$ cat src/rtl/i2c_write_arbiter.sv
// Round-robin arbiter sharing one I2C write engine among NREQ requesters:
// picks a winner, launches the engine, watches its ready handshake, reports done/err.
module i2c_write_arbiter #(
    parameter int NREQ      = 4,
    parameter int ADDR_SZ   = 7,
    parameter int WORD_SZ   = 8,
    parameter int PTR_SZ    = 3,
    parameter int START_LIM = 8,
    parameter int TIMEOUT   = 1024
) (
    input  logic                      clk,
    input  logic                      reset,
    input  logic [NREQ-1:0]           req,
    input  logic [NREQ*ADDR_SZ-1:0]   req_addr,
    input  logic [NREQ*PTR_SZ-1:0]    req_ptr_begin,
    input  logic [NREQ*PTR_SZ-1:0]    req_ptr_end,
    input  logic [NREQ*WORD_SZ-1:0]   req_data,
    output logic [NREQ-1:0]           grant,
    output logic [NREQ-1:0]           done,
    output logic [NREQ-1:0]           err,
    output logic [PTR_SZ-1:0]         cur_ptr,
    output logic                      busy,
    output logic                      eng_init,
    output logic [ADDR_SZ-1:0]        eng_addr,
    output logic [PTR_SZ-1:0]         eng_ptr_begin,
    output logic [PTR_SZ-1:0]         eng_ptr_end,
    output logic [WORD_SZ-1:0]        eng_data,
    input  logic [PTR_SZ-1:0]         eng_ptr_cur,
    input  logic                      eng_ready
);

    localparam int          IDX_W  = $clog2(NREQ);
    localparam int          CNT_W  = $clog2(TIMEOUT) + 1;
    localparam int unsigned NREQ_U = NREQ;

    localparam logic [CNT_W-1:0] CNT_MAX   = '1;
    localparam logic [CNT_W-1:0] START_END = CNT_W'(START_LIM - 1);
    localparam logic [CNT_W-1:0] XFER_END  = CNT_W'(TIMEOUT - 1);

    typedef enum logic [2:0] {
        S_IDLE,
        S_LAUNCH,
        S_START_WAIT,
        S_XFER,
        S_DONE
    } state_t;

    state_t             state_q, state_d;
    logic [NREQ-1:0]    grant_q, grant_d;
    logic [IDX_W-1:0]   idx_q, idx_d;
    logic [IDX_W-1:0]   last_q, last_d;
    logic [CNT_W-1:0]   cnt_q, cnt_d;
    logic               err_q, err_d;
    logic [ADDR_SZ-1:0] addr_q, addr_d;
    logic [PTR_SZ-1:0]  pb_q, pb_d;
    logic [PTR_SZ-1:0]  pe_q, pe_d;

    logic [IDX_W-1:0]   hi_idx, lo_idx, win_idx;
    logic               hi_found, lo_found, win_found;
    logic [CNT_W-1:0]   cnt_inc;

    // Round robin: first requester above last wins; otherwise wrap to the lowest one.
    always_comb begin
        hi_found = 1'b0;
        lo_found = 1'b0;
        hi_idx   = '0;
        lo_idx   = '0;
        for (int unsigned i = 0; i < NREQ_U; i++) begin
            if (req[i] && !lo_found) begin
                lo_idx   = IDX_W'(i);
                lo_found = 1'b1;
            end
            if (req[i] && !hi_found && (i > 32'(last_q))) begin
                hi_idx   = IDX_W'(i);
                hi_found = 1'b1;
            end
        end
        win_found = lo_found;
        win_idx   = hi_found ? hi_idx : lo_idx;
    end

    assign cnt_inc = (cnt_q == CNT_MAX) ? cnt_q : cnt_q + 1'b1;

    always_comb begin
        state_d = state_q;
        grant_d = grant_q;
        idx_d   = idx_q;
        last_d  = last_q;
        cnt_d   = cnt_q;
        err_d   = err_q;
        addr_d  = addr_q;
        pb_d    = pb_q;
        pe_d    = pe_q;
        case (state_q)
            S_IDLE: begin
                if (win_found) begin
                    grant_d          = '0;
                    grant_d[win_idx] = 1'b1;
                    idx_d            = win_idx;
                    addr_d           = req_addr[win_idx*ADDR_SZ +: ADDR_SZ];
                    pb_d             = req_ptr_begin[win_idx*PTR_SZ +: PTR_SZ];
                    pe_d             = req_ptr_end[win_idx*PTR_SZ +: PTR_SZ];
                    state_d          = S_LAUNCH;
                end
            end
            S_LAUNCH: begin
                cnt_d   = '0;
                state_d = S_START_WAIT;
            end
            S_START_WAIT: begin
                if (!eng_ready) begin
                    cnt_d   = '0;
                    state_d = S_XFER;
                end else if (cnt_q == START_END) begin
                    err_d   = 1'b1;
                    state_d = S_DONE;
                end else begin
                    cnt_d = cnt_inc;
                end
            end
            S_XFER: begin
                if (eng_ready) begin
                    state_d = S_DONE;
                end else if (cnt_q == XFER_END) begin
                    err_d   = 1'b1;
                    state_d = S_DONE;
                end else begin
                    cnt_d = cnt_inc;
                end
            end
            S_DONE: begin
                last_d  = idx_q;
                grant_d = '0;
                err_d   = 1'b0;
                state_d = S_IDLE;
            end
            default: state_d = S_IDLE;
        endcase
    end

    always_ff @(posedge clk) begin
        if (reset) begin
            state_q <= S_IDLE;
            grant_q <= '0;
            idx_q   <= '0;
            last_q  <= IDX_W'(NREQ - 1);
            cnt_q   <= '0;
            err_q   <= 1'b0;
            addr_q  <= '0;
            pb_q    <= '0;
            pe_q    <= '0;
        end else begin
            state_q <= state_d;
            grant_q <= grant_d;
            idx_q   <= idx_d;
            last_q  <= last_d;
            cnt_q   <= cnt_d;
            err_q   <= err_d;
            addr_q  <= addr_d;
            pb_q    <= pb_d;
            pe_q    <= pe_d;
        end
    end

    assign grant         = grant_q;
    assign busy          = (state_q != S_IDLE);
    assign eng_init      = (state_q == S_LAUNCH);
    assign done          = (state_q == S_DONE) ? grant_q : '0;
    assign err           = ((state_q == S_DONE) && err_q) ? grant_q : '0;
    assign eng_addr      = addr_q;
    assign eng_ptr_begin = pb_q;
    assign eng_ptr_end   = pe_q;
    assign cur_ptr       = eng_ptr_cur;
    assign eng_data      = (grant_q != '0) ? req_data[idx_q*WORD_SZ +: WORD_SZ] : '0;

endmodule

$ cat config.mk
export PLATFORM = sky130hd
export DESIGN_NAME = i2c_write_arbiter
export DESIGN_NICKNAME = d
export VERILOG_FILES = /design/src/rtl/i2c_write_arbiter.sv
export SDC_FILE = /design/constraint.sdc
export NUM_CORES = 1
export LEC_CHECK = 0
export CAP_MARGIN = 20
export CORE_ASPECT_RATIO = 0.9
export CORE_UTILIZATION = 43
export DETAILED_ROUTE_END_ITERATION = 10
export PLACE_DENSITY_LB_ADDON = 0.3
export RECOVER_POWER = 100
export SYNTH_ARGS = -nofsm -noshare
export SYNTH_HDL_FRONTEND = slang
export SYNTH_SLANG_ARGS = --single-unit
$ cat constraint.sdc
create_clock -name clk -period 4.27 [get_ports clk]
set_clock_uncertainty 0.2 [all_clocks]
set_input_delay 0.6405 -clock clk [delete_from_list [all_inputs] [get_ports clk]]
set_output_delay 0.6405 -clock clk [all_outputs]
set_load 0.02 [all_outputs]
==> out/metrics.yaml <==
status:
  status: "finished, violations left"
  violations: "max-capacitance violations, max-slew violations"
layout:
  antenna_cells: 0
  fill_cells: 482
  layout_common_cells: "clkdlybuf4s50_1 (88), dlygate4sd3_1 (37), dfxtp_1 (36), mux2i_1 (28), a21oi_1 (19)"
  drive_above_1_share_pct: 9.30
  final_cells: 457
  area_growth_pct: 51.1
  fin_util_pct: 67.6
  final_common_cell: "clkdlybuf4s50_1"
  final_nets: 481
cts:
  ctsHtreeMaxLevel: 2
  cts_tree: "built"
  cts_hold_buffers: 0
  clockBufferDepth: 2
  ctsResizeCount: 0
  root_buffer: "clkbuf_8"
  clkTransAtPathRegs_ns: 0.07
  clock_sinks: 36
  postCtsSetupBuffers: 0
  clk_latency_ns: 0.28
  cts_made_buffers: 5
timing:
  tightest_slew_ns: 1.58
  finalHoldViolations: 0
  post-route-period-util_pct: 80.4
  fin_crit_ns: 3.43
  fin_hold_ws_ns: 0.304
  fin_tns_setup_ns: 0
  max_freq_mhz: 291
  setup_violations: 0
  rsz0062_at_grt: "no"
  worst_slew_margin_rel_pct: -6.13
  slew_viol_final: 18
grt:
  grt_pass1_wl_mm: 10.9
  grt_use_total_pct: 21.6
  antenna_found_initial: 0
  grt_start_max_net_pins: 32
  grt_pass1_vias: 2305
  gr-total-overflow: 0
placement:
  dp_hpwl_mm: 5.39
  place.gp.congestion: 0.881
  io_buffers: 125
  dp.cells: 449
routing:
  drtAntennaViolNets: 0
  drc_errors: 0
  wl_per_cell_um: 15.4
  viasPerCell: 5.62
  first_pass_iters: 4
  drt-initial-drc-count: 127
  wl_mm: 7.04
  vias: 2570
pwr:
  power_density_mw_per_mm2: 287
  peakVddDrop_uv: 174
  p_leak_nw: 1.43
  power_w: 0.00111
setup_path:
  cp-start-kind: "primary input"
  critPathCaptureType: "flop"
  arrival_ns: 3.37
  cp_max_fo: 23
  cp.required_ns: 4.21
  r2r_cells: 5
  worstSetupPathType: "primary input to flop"
synthesis:
  ys_ff_latch: 36
  postSynthCellCount: 271
  synthTopCellsByArea: "dfxtp_1 (28%), mux2i_1 (11%), mux4_2 (7.0%), o221ai_2 (5.9%), nand3b_1 (4.1%)"
  syn-cell-area_mm2: 0.00256
  synth_top_cell_area_share_pct: 28.1
  syn-mean-instance-area_um2: 9.45
  yosysWarnings: 0
  synth_top_area_cell: "dfxtp_1"
  yosysUniqueCellTypes: 56
  ys.flop_type: "dfxtp_1"
  yosysSeqAreaShare_pct: 28.1
  synth_edf_count: 0
  syn_nets: 366
  async_flop_share_pct: 0
worst_hold_path:
  min_path_type: "flop to flop"
  hold_depth: 2
floorplan:
  die_h_um: 75.2
  die-area_mm2: 0.00627
  dieWidth_um: 83.4
  std_cell_rows: 26
  core_area_mm2: 0.00573
  start_util_pct: 44.7
  pin_count: 132
job:
  drv_cap: 1
==> power by group <==
group / switching, W / total [W] / internal, W / leakage (nW)
registers: 0.0000443 / 0.000416 / 0.000372 / 0.294
logic: 0.000209 / 0.000445 / 0.000236 / 1.09
clock network: 0.000120 / 0.000251 / 0.000132 / 0.0455
==> final cells by class <==
| type | count | area (um2) | share of cell area (%) |
|---|---|---|---|
| Clock buffer | 8 | 90.1 | 2.33 |
| Inverter | 3 | 11.3 | 0.291 |
| Multi-Input combinational cell | 211 | 1680 | 43.5 |
| Sequential cell | 36 | 721 | 18.6 |
| Tap cell | 70 | 87.6 | 2.26 |
| Timing Repair Buffer | 129 | 1280 | 33.0 |
==> routing by layer <==
metal | wire (um) | vias to the layer above | GRT usage, %
met3 | 516 | 5 | 5.81
met2 | 3410 | 103 | 37.0
met5 | 0 | - | 0
met1 | 3060 | 1195 | 27.2
li1 | - | 1267 | -
met4 | 54 | 0 | 6.51
==> per-stage QoR <==
step / cell area, um2 / setup WS (ns)
2_1_floorplan: 2560 / 2.05
3_3_place_gp: 3810 / 1.15
3_5_place_dp: 3810 / 1.10
4_1_cts: 3900 / 1.08
5_1_grt: 3870 / 0.564
6_report: 3870 / 0.836
==> flip-flops by register name, summed over array words and instances, names as in the netlist <==
name           count
state_q            3
eng_ptr_end        3
eng_ptr_begin      3
grant              4
eng_addr           7
last_q             2
idx_q              2
err_q              1
cnt_q             11
==> path summary, 6_finish.rpt <==
kind                                   from          end  slack [ns]
worst max-delay path                 req[0]  eng_addr[1]        0.84
worst min-delay path            eng_addr[5]  eng_addr[5]        0.30
worst max register to register     cnt_q[4]     cnt_q[9]        1.32
worst min register to register  eng_addr[5]  eng_addr[5]        0.30
==> cells in the mapped netlist, drive strengths merged, types with 2 or more instances <==
| cell | n |
|---|---|
| a211o | 2 |
| a21boi | 2 |
| a21o | 2 |
| a21oi | 21 |
| a31oi | 2 |
| and2 | 7 |
| and3 | 4 |
| buf | 16 |
| clkbuf | 5 |
| dfxtp | 36 |
| inv | 3 |
| mux2i | 28 |
| mux4 | 8 |
| nand2 | 13 |
| nand2b | 5 |
| nand3 | 7 |
| nand3b | 14 |
| nand4 | 2 |
| nor2 | 12 |
| nor2b | 15 |
| nor3 | 4 |
| nor3b | 3 |
| nor4 | 5 |
| o21a | 2 |
| o21ai | 7 |
| o221ai | 14 |
| o31ai | 5 |
| or2 | 4 |
| or3 | 5 |
| or4 | 4 |
==> logic make-up (layout without fill, tap and decap cells) <==
family                     count (synthesis)  after routing  share of synthesized area [%]
AOI/OAI and AO/OA                         64             64                           20.9
adders and majority gates                  1              1                          0.488
buffers and inverters                     24            140                           5.42
DFF                                       36             36                           28.1
muxes                                     36             36                           18.0
and+or+nand+nor                          110            110                           27.1
==> worst max-delay path, cell delays in order <==
cell	delay [ns]
dlygate4sd3_1	0.61
nor4_1	0.41
nand2b_1	0.17
clkbuf_1	0.68
nor2_1	0.12
nand2_1	0.51
o221ai_1	0.23
No activity file was read; power rests on OpenSTA's default activity.
